<file path="src/rtl/if_id_queue_pkg.sv">
// if_id_queue_pkg: shared CPU pipeline constants used by the fetch/decode queue
package if_id_queue_pkg;
  localparam logic [31:0] INST_NOP = 32'h0000_0000;
  localparam int IFQ_DEPTH = 4;
  localparam int PC_INC = 4;
endpackage

</file>
<file path="src/rtl/if_queue_ram.sv">
// if_queue_ram: DEPTH-entry {pc, inst} storage, one write port, asynchronous read port
module if_queue_ram #(
  parameter int DEPTH = 4,
  parameter int W = 64
) (
  input  logic                     clk,
  input  logic                     we,
  input  logic [$clog2(DEPTH)-1:0] waddr,
  input  logic [W-1:0]             wdata,
  input  logic [$clog2(DEPTH)-1:0] raddr,
  output logic [W-1:0]             rdata
);
  logic [W-1:0] mem [DEPTH];
  always_ff @(posedge clk)
    if (we) mem[waddr] <= wdata;
  assign rdata = mem[raddr];
endmodule

</file>
<file path="src/rtl/if_id_queue.sv">
// if_id_queue: circular fetch-to-decode buffer with single-cycle flush on redirect
module if_id_queue
  import if_id_queue_pkg::*;
#(
  parameter int DEPTH = IFQ_DEPTH,
  parameter int WIDTH = 32
) (
  input  logic                   Clk,
  input  logic                   Rst,
  input  logic                   flush,
  input  logic                   in_valid,
  output logic                   in_ready,
  input  logic [WIDTH-1:0]       in_pc,
  input  logic [WIDTH-1:0]       in_inst,
  output logic                   out_valid,
  input  logic                   out_ready,
  output logic [WIDTH-1:0]       out_pc,
  output logic [WIDTH-1:0]       out_inst,
  output logic [WIDTH-1:0]       out_pc4,
  output logic [$clog2(DEPTH):0] count
);
  localparam int AW = $clog2(DEPTH);
  logic [AW:0] wr_ptr, rd_ptr;
  logic [2*WIDTH-1:0] rdata;
  logic empty, full, push, pop;
  always_comb begin
    empty = wr_ptr == rd_ptr;
    full = wr_ptr == {~rd_ptr[AW], rd_ptr[AW-1:0]};
    in_ready = !full && !Rst;
    out_valid = !empty;
    push = in_valid && in_ready && !flush;
    pop = out_valid && out_ready;
    count = wr_ptr - rd_ptr;
    out_pc = empty ? '0 : rdata[2*WIDTH-1:WIDTH];
    out_inst = empty ? WIDTH'(INST_NOP) : rdata[WIDTH-1:0];
    out_pc4 = out_pc + WIDTH'(PC_INC);
  end
  always_ff @(posedge Clk)
    if (Rst || flush) begin
      wr_ptr <= '0;
      rd_ptr <= '0;
    end else begin
      if (push) wr_ptr <= wr_ptr + 1'b1;
      if (pop) rd_ptr <= rd_ptr + 1'b1;
    end
  if_queue_ram #(.DEPTH(DEPTH), .W(2*WIDTH)) u_ram (
    .clk  (Clk),
    .we   (push),
    .waddr(wr_ptr[AW-1:0]),
    .wdata({in_pc, in_inst}),
    .raddr(rd_ptr[AW-1:0]),
    .rdata(rdata)
  );
endmodule

</file>
<file path="config.mk">
export PLATFORM = sky130hd
export DESIGN_NAME = if_id_queue
export DESIGN_NICKNAME = d
export VERILOG_FILES = /design/src/rtl/if_id_queue_pkg.sv /design/src/rtl/if_queue_ram.sv /design/src/rtl/if_id_queue.sv
export SDC_FILE = /design/constraint.sdc
export NUM_CORES = 1
export LEC_CHECK = 0
export CAP_MARGIN = 20
export CORE_MARGIN = 5
export CORE_UTILIZATION = 35
export DETAILED_ROUTE_END_ITERATION = 6
export SLEW_MARGIN = 20
export SYNTH_ARGS = -nofsm -noshare
export SYNTH_HDL_FRONTEND = slang
export SYNTH_SLANG_ARGS = --single-unit
</file>
<file path="constraint.sdc">
create_clock -name Clk -period 3.13 [get_ports Clk]
set_clock_uncertainty 0.05 [all_clocks]
set_input_delay 0.4695 -clock Clk [delete_from_list [all_inputs] [get_ports Clk]]
set_output_delay 0.4695 -clock Clk [all_outputs]
set_load 0.01 [all_outputs]
</file>
==> metrics.csv <==
stage;metric;value;unit
outcome;status;finished with violations;
outcome;failing checks;negative setup slack;
timing;Sum Neg Setup Slack;-4.20;ns
critical_path;CP Cell Sequence;inv_2 > ha_4 > nand2_4 > nor2_4 > inv_4 > and2_4 > ha_4 > nand4_1 > or3_4 > or4_4 > xnor2_4 > buf_6;
routing;routed vias;5967;
routing;Antenna Violating Nets Remaining;0;
synthesis;XOR/XNOR Fraction of Synth Area;0.0283;
power;Switching Share;0.198;
critical_path;Worst R2R Setup Slack;0.69;ns
routing;routed vias/inst;4.81;
placed_design;gpl congestion;0.760;
grt;gr usage total;0.139;
clocking;CTS tree;built;
power;Lkg Pwr;5.46;nW
critical_path;Crit Path Class;reg -> out;
clocking;H-tree level count;1;
synthesis;Synth Area in Compound Gates;0.00406;
synthesis;post-synthesis sequential area ratio;0.727;
grt;pin count of the biggest net entering global routing;65;
floorplanning;die area;0.0344;sq mm
synthesis;Post-synth EDFFs;256;
clocking;Clk Latency, worst-skew pair;0.52;ns
routing;Post-Route WL;25.5;mm
synthesis;mux contribution to synthesized area;0.138;
power;Peak VDD IR;0.499;mV
synthesis;largest family of logic cells by synthesized area;multiplexers;
timing;# setup viols final;19;
timing;f_max;282;MHz
clocking;hold-fix buffers at CTS;0;
power;clock power share;0.407;
clocking;CTS Buf Count;26;
layout;n_diodes;0;
critical_path;WP data required;2.61;ns
layout;Final nets;903;
synthesis;FF+latch count, synth;264;
synthesis;Synth cell types;42;
clocking;clk buf depth;3;
timing;Final Max Tran Viols;0;
power;Comb power frac;0.077;
power;pwr dens;510;mW/mm^2
clocking;clk sinks;264;
clocking;root buf cell;clkbuf_16;
synthesis;Post-Syn Area;0.0108;sq mm
synthesis;net count after synthesis;631;
grt;global-route wire length before repair;37.3;mm
critical_path;crit path to;out_pc4[20];
synthesis;Synth Instances;553;
critical_path;WP data arrival;3.02;ns
timing;final worst path period share;1.13;
layout;layout cells sized above 1;0.354;
floorplanning;I/O pin count;170;
critical_path;CP Launch Type;flop;
power;Design Power;7.61;mW
floorplanning;core area;0.0305;sq mm
critical_path;CP endpoint kind;output pin;
critical_path;Setup crit start;wr_ptr[0];
synthesis;ys async rst share;0;
layout;Non-Filler Instances;1241;
critical_path;slowest cell on the critical path;or4_4;
timing;setup ws final;-0.410;ns
critical_path;worst r2r src;wr_ptr[0];
hold_path;type of the most critical hold path;in -> reg;
synthesis;post-synthesis average cell area;19.5;sq um
routing;Avg WL per Cell;20.5;um
power;internal power;6.10;mW
synthesis;Synth Warn #;0;
synthesis;Post-Synth Simple-Gate Area;0.0727;
routing;Iteration-0 DRC Markers;319;
floorplanning;Die Y;186;um
timing;count of final hold-check violations;0;
timing;Slew HR;0.703;
critical_path;R2R Path End;u_ram.mem[3][10];
timing;min Tclk post-route;3.54;ns
grt;antenna violations before repair;5;
synthesis;Primary FF master, synth;edfxtp_1;
critical_path;R2R depth;8;
grt;total grt overflow;0;
routing;first drt pass iteration count;4;
timing;RSZ-0062 raised after global routing;true;
floorplanning;width of the die;186;um
clocking;Clock transition at path regs;0.07;ns
critical_path;crit-path max FO;5;
placed_design;dpl hpwl;15.7;mm
floorplanning;Initial Util;0.354;
grt;vias in the first global route;6577;
placed_design;DP Cell Count;1152;
synthesis;adder-cell share of the synthesized area;0.0111;
power;Sw Pwr;1.51;mW
power;sequential group share of total power;0.515;
floorplanning;FP Rows;64;
run;Max-Cap Viols;0;
layout;Area Growth Syn to Fin;38.2;%
critical_path;most used cell, CP;ha_4;
critical_path;CP peak stage delay;0.52;ns
routing;residual DRC count;0;
placed_design;port bufs;169;
timing;Least-Margin Pin Slew;0.446;ns
[area by class of cell]
class	count	area, sq um
clock inverter	10	97.6
sequential	264	7860
tap	396	495
fill	2493	15600
clock buffer	38	777
multi-input combinational	248	3050
inverter	16	65.1
timing repair buffer	269	2570
[cell usage after synthesis, types with 2 or more instances]
cell	n	share of area
nor4_1	2	0.0012
buf_4	5	0.0035
nor3_1	4	0.0019
nand3_1	10	0.0046
nor2_1	16	0.0056
nand2_1	21	0.0073
dfxtp_1	8	0.015
and2_1	60	0.035
buf_2	7	0.0032
clkbuf_1	10	0.0035
nand4_1	5	0.0029
ha_1	8	0.0093
inv_1	16	0.0056
mux4_2	55	0.11
xor2_1	16	0.013
xnor2_1	17	0.014
edfxtp_1	256	0.71
mux4_1	9	0.022
or3_4	2	0.0021
and3_1	4	0.0023
[critical path: cells and delay by family (launching register included)]
family | cells | cell delay (ns)
simple gates | 6 | 1.38
fa+ha+maj | 2 | 0.38
flops | 1 | 0.34
buf+inv | 3 | 0.26
xor+xnor | 1 | 0.15
[how the worst min path moves through the flow]
stage               slack, ns                to  cells past startpoint       start
floorplan                0.44         rd_ptr[1]                      2   rd_ptr[1]
global placement         0.57              flop                      3   rd_ptr[1]
detailed placement       0.57              flop                      3   rd_ptr[1]
CTS                      0.51  u_ram.mem[0][34]                      1    in_pc[2]
global route             0.52   u_ram.mem[1][6]                      1  in_inst[6]
finish                   0.53  u_ram.mem[0][34]                      1    in_pc[2]
[per-layer routing]
| metal | part of all wire | wire, um | vias to the layer above | GRT usage |
|---|---|---|---|---|
| met3 | 0.074 | 1880 | 43 | 0.0360 |
| met1 | 0.39 | 10000 | 3021 | 0.176 |
| met5 | 0.0022 | 56 | - | 0 |
| li1 | - | - | 2720 | - |
| met4 | 0.018 | 470 | 8 | 0.0297 |
| met2 | 0.51 | 13000 | 175 | 0.244 |
[metrics by stage]
step                hold slack [ns]  setup slack [ns]  utilization  cell area, sq um
floorplan                     0.436           -0.0415            -             10900
global route                  0.519            -0.558        0.489             14900
CTS                           0.507            -0.470        0.480             14600
detailed placement            0.574            -0.369        0.441             13500
global placement              0.572            -0.312        0.441             13500
finish                        0.533            -0.410        0.489             14900
[power groups by stage]
stage | Combinational, mW | Clock (mW) | Sequential (mW)
after CTS | 0.560 | 3.19 | 3.92
after global placement | 0.545 | 0 | 3.99
after detailed placement | 0.554 | 0 | 4.00
after global routing | 0.632 | 3.35 | 3.92
final | 0.589 | 3.10 | 3.92
after floorplan | 0.220 | 0 | 4.00
[cells by family (layout without fill, tap and decap cells)]
logic type,after synthesis,count (layout)
AND/OR/NAND/NOR,134,134
XOR/XNOR,34,34
buffers and inverters,41,333
flip-flops,264,264
AO/OA/AOI/OAI,6,6
adder cells (fa/ha/maj),9,9
multiplexers,65,65
[sequential cells by signal, summed over array words and instances, names as in the netlist, named ones only]
signal,cells
rd_ptr,3
u_ram.mem,256
wr_ptr,3
[cell usage in the layout, fill, tap and decap left out, types with 6 or more instances in the layout]
cell / count
nand2_1: 12
and2_1: 50
edfxtp_1: 256
mux4_2: 61
buf_6: 14
inv_1: 11
nor2_1: 11
clkbuf_16: 30
buf_12: 10
dlymetal6s2s_1: 8
clkinv_2: 6
buf_4: 71
dlygate4sd2_1: 27
xor2_1: 15
buf_2: 25
and2_4: 9
clkdlybuf4s50_1: 106
nand2_4: 6
clkbuf_8: 6
xnor2_1: 12
[what timing repair did]
action | 4_1_cts | 5_1_grt
pin swaps | 25 | 21
setup endpoints to repair | 80 | 59
cloned | 2 | 3
gates resized for setup | 191 | 45
setup buffers | 26 | 19
(Power assumes the default switching activity.)
==> variant (same flow settings) <==
Put a register stage on the output `count`. The value now appears one clock later. The other outputs are not delayed to match.
--- a/src/rtl/if_id_queue.sv
+++ b/src/rtl/if_id_queue.sv
@@ -20,6 +20,8 @@
   output logic [$clog2(DEPTH):0] count
 );
   localparam int AW = $clog2(DEPTH);
+
+  logic [$clog2(DEPTH):0] count_d;
   logic [AW:0] wr_ptr, rd_ptr;
   logic [2*WIDTH-1:0] rdata;
   logic empty, full, push, pop;
@@ -30,7 +32,7 @@
     out_valid = !empty;
     push = in_valid && in_ready && !flush;
     pop = out_valid && out_ready;
-    count = wr_ptr - rd_ptr;
+    count_d = wr_ptr - rd_ptr;
     out_pc = empty ? '0 : rdata[2*WIDTH-1:WIDTH];
     out_inst = empty ? WIDTH'(INST_NOP) : rdata[WIDTH-1:0];
     out_pc4 = out_pc + WIDTH'(PC_INC);
@@ -51,5 +53,9 @@
     .raddr(rd_ptr[AW-1:0]),
     .rdata(rdata)
   );
+  always_ff @(posedge Clk) begin
+    count <= count_d;
+  end
+
 endmodule
 
Behaviour: not the same (Yosys sat finds a counterexample within 4 cycles, from zero or initial values).
==> variant against the original RTL <==
The flow still finishes with violations (setup timing). Routed wire length shrank 0.77%. Critical path depth stayed put. Total power is 0.71% higher. Area after synthesis up 0.56%. Sequential cell count up 3. Count of clock-buffer cells in the layout down 6. Cell area down 0.34%. Die area grew 0.52%. Setup slack worse by 0.029 ns. Synthesized cell count up 0.54%. Critical endpoint unchanged. Largest power group unchanged.
==> variant: results (changes against the original RTL) <==
| Metric | Value |
|---|---|
| Synthesized instance count | `556 (was 553)` |
| Worst slew pin tran | `0.4837 ns (was 0.4462 ns)` |
| Min-Delay Endpoint | `u_ram.mem[1][12]$_DFFE_PP_ (was u_ram.mem[0][34]$_DFFE_PP_)` |
| Internal | `6.095 mW (was 6.103 mW)` |
| Smallest hold slack | `0.5228 ns (was 0.5334 ns)` |
| Post-DP HPWL | `15440 um (was 15690 um)` |
| First-pass GRT wire length | `37960 um (was 37290 um)` |
| GRT Overall Usage | `0.1429 (was 0.1393)` |
| Dpl ws | `-0.3858 ns (was -0.3692 ns)` |
| FF-to-FF End | `u_ram.mem[1][5]$_DFFE_PP_ (was u_ram.mem[3][10]$_DFFE_PP_)` |
| Grt met1 use | `0.1801 (was 0.1760)` |
| Worst EP arrival | `3.05 ns (was 3.02 ns)` |
| Register area share after synthesis | `0.7287 (was 0.7272)` |
| Status | `finished, violations left (unchanged)` |
| Via-to-Cell Ratio | `4.866 (was 4.808)` |
| Failing checks | `setup timing (unchanged)` |
| Crit-path max FO | `4 (was 5)` |
| Mux cell area share after synthesis | `0.1369 (was 0.1376)` |
| Final setup margin | `-0.4389 ns (was -0.4100 ns)` |
| Maximum vdd drop | `0.4036 mV (was 0.4993 mV)` |
| Register-to-Register Path Depth | `7 (was 8)` |
| Final Setup Violations | `22 (was 19)` |
| Share of layout cells above drive strength 1 | `0.3313 (was 0.3538)` |
| Synth Area in XOR/XNOR | `0.02813 (was 0.02829)` |
| Post-synthesis compound-gate area fraction | `0.004036 (was 0.004058)` |
| Initial DRC Count | `253 (was 319)` |
| Vias in the first global route | `6708 (was 6577)` |
| Worst Hold Launch | `in_inst[12] (was in_pc[2])` |
| Grt met3 use | `0.04221 (was 0.03596)` |
| # nets final | `898 (was 903)` |
| Met2 Use GR | `0.2463 (was 0.2441)` |
| Area share of fa/ha/maj cells after synthesis | `0.01107 (was 0.01113)` |
| Static leakage | `5.484 nW (was 5.464 nW)` |
==> variant: cell count changes after synthesis <==
cell     before  now
dfxtp_1       8   11
==> variant: final cells by class <==
cell class / instances / area (um^2) / share of cell area
Clock buffer: 32 / 694.4 / 0.04671
Antenna cell: 1 / 2.502 / 0.0001683
Multi-Input combinational cell: 248 / 2979 / 0.2004
Timing Repair Buffer: 260 / 2549 / 0.1715
Inverter: 16 / 62.56 / 0.004208
Sequential cell: 267 / 7920 / 0.5328
Tap cell: 396 / 495.5 / 0.03333
Clock inverter: 16 / 162.7 / 0.01094
==> variant: power groups by stage <==
stage	Combinational [mW]	Clock (mW)	Sequential, mW
2_1_floorplan	0.219	0	4.04
3_3_place_gp	0.547	0	4.03
3_5_place_dp	0.558	0	4.04
4_1_cts	0.586	3.22	3.96
5_1_grt	0.622	3.37	3.96
6_report	0.578	3.12	3.96
==> variant: what timing repair did <==
item                       4_1_cts  5_1_grt
setup endpoints to repair       83       43
cloned                           5        0
pin swaps                       27       20
resized for setup              189       37
setup buffers                   19        6
==> variant: worst max path at each step <==
stage / end / startpoint
final: out_pc4[20] / wr_ptr[0]$_SDFFE_PP0P_
after CTS: out_pc4[20] / wr_ptr[0]$_SDFFE_PP0P_
after floorplan: out_pc4[20] / wr_ptr[0]$_SDFFE_PP0P_
after global routing: out_pc4[20] / wr_ptr[0]$_SDFFE_PP0P_
after detailed placement: out_pc4[20] / wr_ptr[0]$_SDFFE_PP0P_
after global placement: out_pc4[20] / wr_ptr[0]$_SDFFE_PP0P_
==> variant: metal layers <==
layer	routed length, um	vias up
li1	-	2719
met1	10260	3049
met2	12500	201
met3	2048	39
met4	414	6
met5	40	-
